**config.mk**
```make
export PLATFORM = sky130hd
export DESIGN_NAME = npc_lsu
export DESIGN_NICKNAME = d
export VERILOG_FILES = /design/src/rtl/npc_lsu.sv
export SDC_FILE = /design/constraint.sdc
export NUM_CORES = 1
export LEC_CHECK = 0
export BUFFER_PORTS_ARGS = -buffer_cell sky130_fd_sc_hd__buf_4
export CELL_PAD_IN_SITES_DETAIL_PLACEMENT = 1
export CELL_PAD_IN_SITES_GLOBAL_PLACEMENT = 2
export CORE_ASPECT_RATIO = 2
export CORE_MARGIN = 2
export CORE_UTILIZATION = 27
export CTS_BUF_LIST = sky130_fd_sc_hd__clkbuf_16
export DETAILED_ROUTE_END_ITERATION = 8
export PLACE_DENSITY = 0.82
export SYNTH_ARGS = -nofsm -noshare
export SYNTH_HDL_FRONTEND = slang
export SYNTH_SLANG_ARGS = --single-unit
```
**constraint.sdc**
```tcl
create_clock -name clk -period 2.81 [get_ports clk]
set_clock_uncertainty 0.2 [all_clocks]
set_input_delay 0.4215 -clock clk [delete_from_list [all_inputs] [get_ports clk]]
set_output_delay 0.4215 -clock clk [all_outputs]
set_load 0.05 [all_outputs]
```
**src/rtl/npc_lsu.sv**
```systemverilog
// npc_lsu: multi-cycle load/store unit between execute and the data-memory port.
// Request/response handshakes on both sides, sub-word access, misalign and timeout errors.
module npc_lsu #(
   parameter int XLEN     = 32,
   parameter int MAX_WAIT = 15
) (
   input  logic              clk,
   input  logic              rst,
   input  logic              req_valid,
   output logic              req_ready,
   input  logic              req_wen,
   input  logic [2:0]        req_funct3,
   input  logic [XLEN-1:0]   req_addr,
   input  logic [XLEN-1:0]   req_wdata,
   output logic              resp_valid,
   input  logic              resp_ready,
   output logic [XLEN-1:0]   resp_rdata,
   output logic              resp_err,
   output logic              mem_valid,
   input  logic              mem_ready,
   output logic              mem_wen,
   output logic [XLEN-1:0]   mem_addr,
   output logic [XLEN-1:0]   mem_wdata,
   output logic [XLEN/8-1:0] mem_wmask,
   input  logic              mem_rvalid,
   input  logic [XLEN-1:0]   mem_rdata
);

   localparam int NB   = XLEN / 8;
   localparam int OFFW = $clog2(NB);
   localparam int CW   = $clog2(MAX_WAIT + 1);

   // One-hot so every handshake output is a direct flop bit
   typedef enum logic [3:0] {
      S_IDLE = 4'b0001,
      S_REQ  = 4'b0010,
      S_WAIT = 4'b0100,
      S_RESP = 4'b1000
   } state_e;

   state_e            state_q, state_d;
   logic              wen_q, wen_d;
   logic [2:0]        f3_q, f3_d;
   logic [OFFW-1:0]   off_q, off_d;
   logic [XLEN-1:0]   addr_q, addr_d;
   logic [XLEN-1:0]   wdata_q, wdata_d;
   logic [NB-1:0]     wmask_q, wmask_d;
   logic [XLEN-1:0]   rdata_q, rdata_d;
   logic              err_q, err_d;
   logic [CW-1:0]     cnt_q, cnt_d;

   logic [OFFW-1:0]   req_off;
   logic [NB-1:0]     base_mask;
   logic              illegal;
   logic              misalign;
   logic [XLEN-1:0]   lane;
   logic [XLEN-1:0]   ext;
   logic [XLEN-1:0]   load_val;
   logic [CW-1:0]     cnt_inc;

   assign req_off = req_addr[OFFW-1:0];
   assign cnt_inc = cnt_q + CW'(1);

   always_comb begin
      base_mask = '0;
      misalign  = 1'b0;
      unique case (req_funct3[1:0])
         2'd0: begin
            base_mask = NB'(1);
            misalign  = 1'b0;
         end
         2'd1: begin
            base_mask = NB'(3);
            misalign  = req_addr[0];
         end
         2'd2: begin
            base_mask = NB'(15);
            misalign  = |req_addr[1:0];
         end
         default: begin
            base_mask = '1;
            misalign  = |req_addr[2:0];
         end
      endcase
   end

   // Stores have no unsigned forms; d/wu exist only on RV64
   always_comb begin
      illegal = 1'b0;
      unique case (1'b1)
         (req_funct3 == 3'b111):            illegal = 1'b1;
         (req_wen && req_funct3[2]):        illegal = 1'b1;
         ((XLEN == 32) &&
          ((req_funct3 == 3'b011) ||
           (req_funct3 == 3'b110))):        illegal = 1'b1;
         default:                           illegal = 1'b0;
      endcase
   end

   always_comb begin
      lane = mem_rdata >> {off_q, 3'b000};
      ext  = lane;
      case (f3_q)
         3'b000:  ext = XLEN'($signed(lane[7:0]));
         3'b001:  ext = XLEN'($signed(lane[15:0]));
         3'b010:  ext = XLEN'($signed(lane[31:0]));
         3'b100:  ext = XLEN'(lane[7:0]);
         3'b101:  ext = XLEN'(lane[15:0]);
         3'b110:  ext = XLEN'(lane[31:0]);
         default: ext = lane;
      endcase
      load_val = wen_q ? '0 : ext;
   end

   always_ff @(posedge clk) begin
      if (!rst) begin
         state_q <= S_IDLE;
         wen_q   <= 1'b0;
         f3_q    <= '0;
         off_q   <= '0;
         addr_q  <= '0;
         wdata_q <= '0;
         wmask_q <= '0;
         rdata_q <= '0;
         err_q   <= 1'b0;
         cnt_q   <= '0;
      end else begin
         state_q <= state_d;
         wen_q   <= wen_d;
         f3_q    <= f3_d;
         off_q   <= off_d;
         addr_q  <= addr_d;
         wdata_q <= wdata_d;
         wmask_q <= wmask_d;
         rdata_q <= rdata_d;
         err_q   <= err_d;
         cnt_q   <= cnt_d;
      end
   end

   always_comb begin
      state_d = state_q;
      wen_d   = wen_q;
      f3_d    = f3_q;
      off_d   = off_q;
      addr_d  = addr_q;
      wdata_d = wdata_q;
      wmask_d = wmask_q;
      rdata_d = rdata_q;
      err_d   = err_q;
      cnt_d   = cnt_q;
      unique case (state_q)
         S_IDLE: begin
            if (req_valid) begin
               wen_d   = req_wen;
               f3_d    = req_funct3;
               off_d   = req_off;
               addr_d  = {req_addr[XLEN-1:OFFW], {OFFW{1'b0}}};
               wdata_d = req_wen ? (req_wdata << {req_off, 3'b000}) : '0;
               wmask_d = req_wen ? (base_mask << req_off) : '0;
               rdata_d = '0;
               err_d   = 1'b0;
               cnt_d   = '0;
               if (illegal || misalign) begin
                  err_d   = 1'b1;
                  state_d = S_RESP;
               end else begin
                  state_d = S_REQ;
               end
            end
         end
         S_REQ: begin
            if (mem_ready) begin
               cnt_d = '0;
               if (mem_rvalid) begin
                  rdata_d = load_val;
                  state_d = S_RESP;
               end else begin
                  state_d = S_WAIT;
               end
            end
         end
         S_WAIT: begin
            if (mem_rvalid) begin
               rdata_d = load_val;
               err_d   = 1'b0;
               state_d = S_RESP;
            end else begin
               cnt_d = cnt_inc;
               if (cnt_inc == CW'(MAX_WAIT)) begin
                  rdata_d = '0;
                  err_d   = 1'b1;
                  state_d = S_RESP;
               end
            end
         end
         S_RESP: begin
            if (resp_ready) state_d = S_IDLE;
         end
         default: state_d = S_IDLE;
      endcase
   end

   always_comb begin
      req_ready  = (state_q == S_IDLE);
      resp_valid = (state_q == S_RESP);
      mem_valid  = (state_q == S_REQ);
      mem_wen    = (state_q == S_REQ) && wen_q;
      mem_addr   = addr_q;
      mem_wdata  = wdata_q;
      mem_wmask  = wmask_q;
      resp_rdata = rdata_q;
      resp_err   = err_q;
   end

endmodule

```
==> metrics.md <==
| Metric | Value |
|---|---|
| Synth area leaders | dfxtp_1, mux2i_1, nand2_1 |
| Final hold slack | approximately 0.050 ns |
| Internal | ~0.0034 W |
| Area of the die | 0.0219 mm² |
| Ys flop type | dfxtp_1 |
| Gate power share | 0.284 |
| Total grt overflow | 0 |
| Critical path fanouts, max | 12 |
| Post-synth ARST share | 0 |
| CP startpoint | state_q[0]$_SDFFE_PN1P_ |
| FMAX | 391 MHz |
| HPWL after detailed placement | between 15 and 20 mm |
| Crit. End Element | primary output |
| Final antenna-violating net count | 0 |
| Post-CTS setup buffer count | 0 |
| Kind of critical path | flop to primary output |
| Largest net degree at the start of global routing | 38 |
| Tmin final | 2.56 ns |
| Worst hold path class | input port to flop |
| Reg2Reg Depth | 7 |
| Final setup viols | 0 |
| Slew Limit Fails | 0 |
| Root buf cell | clkbuf_16 |
| Most common library cells after synthesis | nand2_1, dfxtp_1, a21oi_1 |
| # diodes | 0 |
| Initial Utilization | 0.273 |
| Max-cap violations | 0 |
| Share of cells above drive strength 1 | 0.321 |
| GRT Total Usage | 0.191 |
| H-tree depth | 4 |
| P&R area growth vs syn | 41.6% |
| Drc violations | 0 |
| Area after DPL | between 0.007 and 0.008 mm² |
| Reg2reg end | mem_wdata[26]$_SDFFE_PN0P_ |
| Clock Path Buffers | 2 |
| Sequential share of power | 0.346 |
| Power Density | about 660 mW/mm² |
| Total number of vias | roughly 5500 |
| NetSw | around 0.0018 W |
| Crit-path cells | nand2b_1 > or3_1 > inv_2 > buf_4 |
| Leakage | about 3.4 nW |
| Final period util | 0.910 |
| Number of synthesized flops with an enable pin | 0 |
| Final hold vios | 0 |
| Worst path slowest cell | dfxtp_1 |
| Syn_area_per_cell | ~8.3 µm² |
| Switching share of power | 0.345 |
| Post-CTS sizing | 0 |
| Delay-heaviest family, CP | flip-flops |
| Sink Count | ~110 |
| First-pass GRT wire length | roughly 32 mm |
| Worst-margin pin slew | a little over 0.7 ns |
| Die W | 106 µm |
| Clock Power Share | 0.369 |
| Post-Synthesis Cell Area | around 0.0056 mm² |
| Syn Inst Count | between 600 and 700 |
| FF+latch count, synth | around 110 |
| Top-count cell post-synth | nand2_1 |
| Setup TNS | 0 ns |
| Setup repair after global routing missed its margin | false |
| Yosys warnings | 0 |
| Status | completed |
| Worst endpoint required time | roughly 2.2 ns |
| Yosys top cell by area | dfxtp_1 |
| Nets | ~970 |
| Worst-path clk slew | about 0.050 ns |
| CTS tree | yes |
| CTS hold repair buffers | 0 |
| TritonRoute pass-1 iters | 4 |
| CTS Buf Count | 17 |
| CP startpoint kind | flop |
| Port Buffer Count | between 200 and 250 |
| Worst Path Arrival | a little under 2 ns |
| Design Area, Final | roughly 0.008 mm² |
| Worst-case vdd ir drop | 0.394 mV |
| Post-Route WL | roughly 21 mm |
| First DRT Iteration DRCs | roughly 240 |
| Final Core Density | 0.387 |
| Core ar. | ~0.02 mm² |
| Worst Hold Path EP | mem_addr[16]$_SDFFE_PN0P_ |
| GPL Wtd Cong | approximately 0.87 |
| Register area share after synthesis | 0.406 |
| Hold depth | 3 |
| Initial antenna violation count | 0 |
| Yosys cell types | between 50 and 60 |
| # IOs | 211 |
| Cell Rows | 74 |
| Reg2reg start | state_q[0]$_SDFFE_PN1P_ |
| Vias in the first global route | ~5800 |
| WP buf/inv | 2 |
| Worst-skew pair later-pin latency | around 0.41 ns |
| CP max stage delay | just under 0.6 ns |
| Rel. slew slack | 0.518 |
| R2R setup slack | approximately 0.40 ns |
| Wire per inst | about 18 µm |
| Min-delay src | req_addr[16] |
| Vias per cell | 4.85 |
| Post-synth top area share | 0.406 |
| Die Height | between 200 and 250 µm |
## state kept, by name, indices dropped and copies added (netlist names)
register	count
cnt_q	4
f3_q	3
mem_addr	30
mem_wdata	32
mem_wmask	4
off_q	2
resp_err	1
resp_rdata	32
state_q	4
wen_q	1
## cells in the final DEF (no fill, tap or decap), types with 3 or more instances in the layout
| master | instances |
|---|---|
| clkinv_1 | 3 |
| dfxtp_1 | 113 |
| a2bb2oi_1 | 7 |
| inv_1 | 7 |
| nor3_1 | 21 |
| or3_1 | 4 |
| a211oi_1 | 3 |
| nor2_1 | 29 |
| nand3_1 | 10 |
| a21oi_1 | 70 |
| o2111ai_1 | 8 |
| clkbuf_16 | 17 |
| nand2b_1 | 15 |
| nor2b_1 | 4 |
| clkinv_2 | 6 |
| mux2i_1 | 65 |
| mux2_2 | 15 |
| a221oi_1 | 9 |
| nand2_1 | 162 |
| o211ai_1 | 10 |
| a21o_1 | 9 |
| a311oi_1 | 3 |
| buf_12 | 3 |
| buf_4 | 223 |
| o21ai_0 | 20 |
## cells by family (layout without fill, tap and decap cells)
kind of cell | Yosys count | in the layout | synth area share
muxes | 81 | 81 | 0.151
buffers and inverters | 62 | 262 | 0.0535
and+or+nand+nor | 260 | 260 | 0.210
other | 1 | 2 | 0.000673
adders and majority gates | 2 | 2 | 0.00449
AOI/OAI and AO/OA | 150 | 150 | 0.174
DFF | 113 | 113 | 0.406
## stage by stage
stage	setup slack, ns	total power, W	cells
3_3_place_gp	0.476	0.00330	1106
4_1_cts	0.187	0.00525	1136
5_1_grt	0.0585	0.00544	1136
6_report	0.254	0.00517	1136
2_1_floorplan	0.0122	0.00280	670
3_5_place_dp	0.393	0.00332	1106
## worst max-delay path by stage
stage               cells after the start  slack, ns                         end
floorplan                               3       0.01                     mem_wen
global placement                        7       0.48  mem_wdata[25]$_SDFFE_PN0P_
detailed placement                      7       0.39  mem_wdata[26]$_SDFFE_PN0P_
CTS                                     4       0.19                     mem_wen
global route                            4       0.06                     mem_wen
finish                                  4       0.25                   req_ready
## worst min-delay path: cells and delay by family
kind                   cells  cell delay, ns
AO/OA/AOI/OAI              1            0.05
AND/OR/NAND/NOR            1            0.04
buffers and inverters      1            0.11
## power by group through the flow
stage / sequential (W) / combinational [W] / clock (W)
2_1_floorplan: 0.00208 / 0.000721 / 0
3_3_place_gp: 0.00182 / 0.00148 / 0
3_5_place_dp: 0.00182 / 0.00149 / 0
4_1_cts: 0.00179 / 0.00150 / 0.00197
5_1_grt: 0.00180 / 0.00158 / 0.00205
6_report: 0.00179 / 0.00147 / 0.00191
## area by class of cell
class | count | area [µm²]
Timing Repair Buffer | 226 | 1730
Tap cell | 266 | 333
Clock buffer | 17 | 425
Fill cell | 2479 | 12500
Sequential cell | 113 | 2260
Multi-Input combinational cell | 495 | 3030
Clock inverter | 13 | 82.6
Inverter | 6 | 22.5
## per-layer routing
metal / vias up / global-route usage / routed length, µm
met5: - / 0 / 0
met4: 0 / 0.0935 / 769
met3: 36 / 0.0403 / 901
met2: 170 / 0.358 / 11300
met1: 2603 / 0.197 / 7650
li1: 2696 / - / -
(Power assumes the default switching activity.)
